**src/rtl/exe_muldiv.sv**
```systemverilog
// EXE-stage multiply/divide unit: one-cycle 32x32 multiply, 32-iteration
// restoring divide, pipeline stall request and one-cycle done pulse.
module exe_muldiv #(
  parameter int unsigned DATA_W = 32
) (
  input  logic              cpu_clk_50M,
  input  logic              cpu_rst_n,
  input  logic              start,
  input  logic [1:0]        op,
  input  logic [DATA_W-1:0] src1,
  input  logic [DATA_W-1:0] src2,
  input  logic              flush,
  output logic              stall_req,
  output logic              done,
  output logic [DATA_W-1:0] hi_o,
  output logic [DATA_W-1:0] lo_o,
  output logic              div_zero
);

  localparam int unsigned CNT_W  = 6;
  localparam int unsigned PROD_W = 2 * DATA_W;
  localparam logic [CNT_W-1:0] LAST_CNT = CNT_W'(DATA_W);

  typedef enum logic [1:0] {IDLE, MUL, DIV_RUN, FIN} state_t;

  state_t              state_q, state_d;
  logic [CNT_W-1:0]    cnt_q, cnt_d;
  logic [1:0]          op_q, op_d;
  logic [DATA_W-1:0]   a_q, a_d;
  logic [DATA_W-1:0]   b_q, b_d;
  logic                dz_q, dz_d;
  logic [DATA_W-1:0]   quo_q, quo_d;
  logic [DATA_W-1:0]   rem_q, rem_d;
  logic [DATA_W-1:0]   dvs_q, dvs_d;
  logic                qneg_q, qneg_d;
  logic                rneg_q, rneg_d;
  logic [DATA_W-1:0]   hi_q, hi_d;
  logic [DATA_W-1:0]   lo_q, lo_d;
  logic                done_q, done_d;
  logic                div_zero_q, div_zero_d;

  logic                    is_signed_c;
  logic signed [DATA_W:0]  mul_a_c, mul_b_c;
  logic signed [PROD_W-1:0] prod_c;
  logic [DATA_W:0]         shift_c;
  logic [DATA_W+1:0]       diff_c;

  // Magnitude of an operand when treated as signed; unsigned values pass through.
  function automatic logic [DATA_W-1:0] mag(input logic [DATA_W-1:0] x, input logic sgn);
    return (sgn && x[DATA_W-1]) ? -x : x;
  endfunction

  // Multiply and divide-step datapath, evaluated from the captured operands.
  always_comb begin
    is_signed_c = ~op_q[0];
    mul_a_c = {is_signed_c & a_q[DATA_W-1], a_q};
    mul_b_c = {is_signed_c & b_q[DATA_W-1], b_q};
    prod_c  = PROD_W'(mul_a_c) * PROD_W'(mul_b_c);
    shift_c = {rem_q, quo_q[DATA_W-1]};
    diff_c  = {1'b0, shift_c} - {2'b00, dvs_q};
  end

  // Next-state, operand capture, result formation and stall request.
  always_comb begin
    state_d    = state_q;
    cnt_d      = cnt_q;
    op_d       = op_q;
    a_d        = a_q;
    b_d        = b_q;
    dz_d       = dz_q;
    quo_d      = quo_q;
    rem_d      = rem_q;
    dvs_d      = dvs_q;
    qneg_d     = qneg_q;
    rneg_d     = rneg_q;
    hi_d       = hi_q;
    lo_d       = lo_q;
    done_d     = 1'b0;
    div_zero_d = 1'b0;
    stall_req  = 1'b0;

    unique case (state_q)
      IDLE: begin
        if (start && !flush) begin
          stall_req = 1'b1;
          op_d   = op;
          a_d    = src1;
          b_d    = src2;
          cnt_d  = '0;
          rem_d  = '0;
          quo_d  = mag(src1, ~op[0]);
          dvs_d  = mag(src2, ~op[0]);
          qneg_d = ~op[0] & (src1[DATA_W-1] ^ src2[DATA_W-1]);
          rneg_d = ~op[0] & src1[DATA_W-1];
          dz_d   = op[1] && (src2 == '0);
          // Divide-by-zero uses the one-cycle result slot so it completes like a multiply.
          state_d = (op[1] && (src2 != '0)) ? DIV_RUN : MUL;
        end
      end
      MUL: begin
        stall_req = 1'b1;
        if (flush) begin
          state_d = IDLE;
        end else begin
          state_d = FIN;
          done_d  = 1'b1;
          if (dz_q) begin
            hi_d       = a_q;
            lo_d       = '1;
            div_zero_d = 1'b1;
          end else begin
            hi_d = prod_c[PROD_W-1:DATA_W];
            lo_d = prod_c[DATA_W-1:0];
          end
        end
      end
      DIV_RUN: begin
        stall_req = 1'b1;
        if (flush) begin
          state_d = IDLE;
        end else if (cnt_q == LAST_CNT) begin
          // All quotient bits are in; apply the result signs.
          hi_d    = rneg_q ? -rem_q : rem_q;
          lo_d    = qneg_q ? -quo_q : quo_q;
          done_d  = 1'b1;
          state_d = FIN;
        end else begin
          rem_d = diff_c[DATA_W+1] ? shift_c[DATA_W-1:0] : diff_c[DATA_W-1:0];
          quo_d = {quo_q[DATA_W-2:0], ~diff_c[DATA_W+1]};
          cnt_d = cnt_q + CNT_W'(1);
        end
      end
      FIN: begin
        state_d = IDLE;
      end
      default: begin
        state_d = IDLE;
      end
    endcase
  end

  // State and result registers with asynchronous reset.
  always_ff @(posedge cpu_clk_50M or posedge cpu_rst_n) begin
    if (cpu_rst_n) begin
      state_q    <= IDLE;
      cnt_q      <= '0;
      op_q       <= '0;
      a_q        <= '0;
      b_q        <= '0;
      dz_q       <= 1'b0;
      quo_q      <= '0;
      rem_q      <= '0;
      dvs_q      <= '0;
      qneg_q     <= 1'b0;
      rneg_q     <= 1'b0;
      hi_q       <= '0;
      lo_q       <= '0;
      done_q     <= 1'b0;
      div_zero_q <= 1'b0;
    end else begin
      state_q    <= state_d;
      cnt_q      <= cnt_d;
      op_q       <= op_d;
      a_q        <= a_d;
      b_q        <= b_d;
      dz_q       <= dz_d;
      quo_q      <= quo_d;
      rem_q      <= rem_d;
      dvs_q      <= dvs_d;
      qneg_q     <= qneg_d;
      rneg_q     <= rneg_d;
      hi_q       <= hi_d;
      lo_q       <= lo_d;
      done_q     <= done_d;
      div_zero_q <= div_zero_d;
    end
  end

  assign done     = done_q;
  assign hi_o     = hi_q;
  assign lo_o     = lo_q;
  assign div_zero = div_zero_q;

endmodule

```
**config.mk**
```make
export PLATFORM = sky130hd
export DESIGN_NAME = exe_muldiv
export DESIGN_NICKNAME = d
export VERILOG_FILES = /design/src/rtl/exe_muldiv.sv
export SDC_FILE = /design/constraint.sdc
export NUM_CORES = 2
export LEC_CHECK = 0
export ABC_CLOCK_PERIOD_IN_PS = 16200
export BUFFER_PORTS_ARGS = -buffer_cell sky130_fd_sc_hd__buf_4
export CAP_MARGIN = 10
export CORE_ASPECT_RATIO = 1.5
export CORE_MARGIN = 2
export CORE_UTILIZATION = 61
export CTS_CLUSTER_DIAMETER = 30
export DETAILED_ROUTE_END_ITERATION = 7
export GPL_ROUTABILITY_DRIVEN = 1
export GPL_TIMING_DRIVEN = 0
export PLACE_DENSITY = 0.78
export SYNTH_ARGS = -nofsm -noshare
export SYNTH_HDL_FRONTEND = slang
export SYNTH_SLANG_ARGS = --single-unit
```
**constraint.sdc**
```tcl
create_clock -name cpu_clk_50M -period 16.2 [get_ports cpu_clk_50M]
set_input_delay 1.62 -clock cpu_clk_50M [delete_from_list [all_inputs] [get_ports cpu_clk_50M]]
set_output_delay 1.62 -clock cpu_clk_50M [all_outputs]
set_load 0.01 [all_outputs]
```
==> flow_summary.ini <==
[logic_synthesis]
synth_fp_nets = 7327
yosysTopAreaCell = fa_1
syn-instance-count = 5877
ys_warn_count = 0
avgSynthCellArea_um2 = 8.86
synth.distinct_cells = 76
synth_edf_count = 0
synthTopCellsByArea = fa_1 (43%), dfrtp_1 (11%), inv_1 (8.6%)
synth_top_cell_area_share_pct = 43.3
yosys-top-cells-count = inv_1 (1190), fa_1 (1126), nand2_1 (1102)
synthMostInstantiatedCell = inv_1
async_flop_share_pct = 100
ys_ff_latch = 237
synthFlopType = dfrtp_1
synth_area_um2 = 52100
yosysSeqAreaShare_pct = 11.4

[clock_network]
clk_pin_slew_worst_paths_ns = 0.07
cts_buffers = 29
tritoncts = yes
clock_sinks = 237
hold_buffers = 0
cts_resized = 0
root_buffer = clkbuf_16
clk_path_buf_depth = 3
clk_latency_ns = 0.61
h-tree-depth = 1
post-cts-setup-buffer-count = 0

[grt]
grt_pass1_vias = 45900
grt_pass1_wl_mm = 282
grt_util_all_layers_pct = 44.4
antenna_found_initial = 16
grt_max_degree = 89
gr-total-overflow = 0

[final_layout]
nFillCells = 7318
drive_above_1_share_pct = 3.80
ff_latch_area_um2 = 5930
fin_util_pct = 65.7
multi_input_area_um2 = 40400
area_delta_synth_final_pct = 6.93
nets = 7498
fin_cells = 7212

[route]
drc = 0
drt_wl_total_mm = 189
vias_per_cell = 6.03
wl_per_cell_um = 26.3
vias = 43500
final_antenna_net_count = 0
drt_iter0_drc = 4529
dr.pass1.iters = 6

[place]
gp_congestion = 1.03
place_hpwl_mm = 160
numPortBuffers = 135
dp_cells = 7146

[floorplan]
die-area_um2 = 87700
dieWidth_um = 243
coreArea_um2 = 84700
rows = 131
start_util_pct = 61.4
die_h_um = 362
io_pins = 137

[sta]
fmaxAchievable_mhz = 94.5
period_needed_ns = 10.58
final-max-slew-violation-count = 0
timing.final.crit_share_pct = 65.3
finalSetupTns_ns = 0
final-setup-viol-count = 0
rsz0062_at_grt = no
max-slew-margin-rel_pct = 1.97
hold_violations = 0
clock_skew_ns = 0.0362
tightest_slew_ns = 1.47
whs_ns = 0.476

[worst_setup_path]
worstReg2RegEnd = hi_o[20]$_DFFE_PP0P_
criticalPathCategory = reg2reg
r2r-start = a_q[16]$_DFFE_PP0P_
startpoint_type = register
r2r_slack_ns = 5.62
critPathLaunch = a_q[16]$_DFFE_PP0P_
worstPathMaxFanout = 10
r2r_cells = 26
required_ns = 16.68
critPathArrivalTime_ns = 11.06
end_kind = register

[hold_path]
min_from = dvs_q[24]$_DFFE_PP0P_
worstHoldPathType = reg2reg
holdPathEnd = dvs_q[24]$_DFFE_PP0P_
worstHoldPathCells = 2

[status]
status = completed

[job]
drv_cap = 0
[flip-flops by register name, summed over array words and instances (netlist names)]
register,count
cnt_q,6
b_q,32
rem_q,32
quo_q,32
a_q,32
dvs_q,31
state_q,2
rneg_q,1
done,1
lo_o,32
qneg_q,1
hi_o,32
op_q,1
dz_q,1
div_zero,1
[final cells by class]
type | count | share of cell area, %
repair buffers | 140 | 1.99
clock inverters | 22 | 0.504
flip-flops and latches | 237 | 10.7
inverters | 1190 | 8.04
well taps | 1130 | 2.54
multi-input cells | 4109 | 72.5
plain buffers | 341 | 2.31
clock buffers | 32 | 1.38
diodes | 11 | 0.0495
[placed cells by master, fill, tap and decap left out, types with 19 or more instances in the layout]
cell       count
or3_1         23
a31oi_1       30
o21ai_0      204
a21oi_1      173
a221oi_1      27
buf_4        136
xnor2_1      108
mux2i_1       26
fa_1        1125
dfrtp_1      237
clkbuf_1     329
inv_1       1189
ha_1         254
xor2_1       107
nand4_1       20
nor2_1       130
nand2b_1      19
a21o_1        64
nor3_1        22
nand2_1     1102
o31ai_1       40
and2_1       363
clkbuf_16     29
nand3_1       25
[through the flow]
| stage | instance area (um^2) | setup WS (ns) |
|---|---|---|
| 2_1_floorplan | 52100 | 8.08 |
| 3_3_place_gp | 54500 | 5.47 |
| 3_5_place_dp | 54600 | 6.06 |
| 4_1_cts | 55600 | 6.01 |
| 5_1_grt | 55600 | 5.54 |
| 6_report | 55700 | 5.62 |
[per-layer routing]
layer	share of wire, %	vias up	routed length [um]	global-route usage [%]
li1	-	18000	-	-
met3	11	922	21500	11.4
met2	46	2797	86600	70.0
met4	11	8	21300	39.4
met1	32	21700	60000	50.0
met5	0.024	-	46	0
[worst max-delay path by stage]
| stage | endpoint | slack, ns | depth (start not counted) |
|---|---|---|---|
| floorplan | a_q[0]$_DFFE_PP0P_ | 8.08 | 1 |
| global placement | rem_q[27]$_DFFE_PP0P_ | 5.47 | 2 |
| detailed placement | hi_o[20]$_DFFE_PP0P_ | 6.06 | 26 |
| CTS | hi_o[20]$_DFFE_PP0P_ | 6.01 | 26 |
| global route | hi_o[31]$_DFFE_PP0P_ | 5.54 | 28 |
| finish | hi_o[20]$_DFFE_PP0P_ | 5.62 | 26 |
[worst max-delay path: stages, from the launching register on]
cell and delay (ns):
dfrtp_1 0.32, clkbuf_1 0.93, clkbuf_1 0.90, nand2_1 0.19, fa_1 0.54, fa_1 0.50
inv_1 0.05, fa_1 0.52, inv_1 0.07, fa_1 0.47, fa_1 0.55, inv_1 0.05
fa_1 0.45, fa_1 0.56, inv_1 0.07, fa_1 0.48, inv_1 0.09, ha_1 0.40
a21oi_1 0.26, o21ai_0 0.19, a221oi_1 1.06, a31oi_1 0.36, a31o_2 0.35, a211oi_1 0.38
xor2_1 0.28, o21ai_0 0.16, a22o_1 0.25
[kinds of logic (layout without fill, tap and decap cells)]
| group | after synthesis | count (layout) | share of synthesized area, % |
|---|---|---|---|
| flops | 237 | 237 | 11.4 |
| buf+inv | 1531 | 1725 | 11.1 |
| xor+xnor | 215 | 215 | 3.62 |
| compound gates | 690 | 690 | 8.32 |
| other cells | 0 | 11 | 0 |
| simple gates | 1797 | 1797 | 15.7 |
| mux | 27 | 27 | 0.522 |
| fa+ha+maj | 1380 | 1380 | 49.4 |
Power is not shown: default switching activity piles up to over one toggle a cycle in this logic, so the estimate is an artifact.
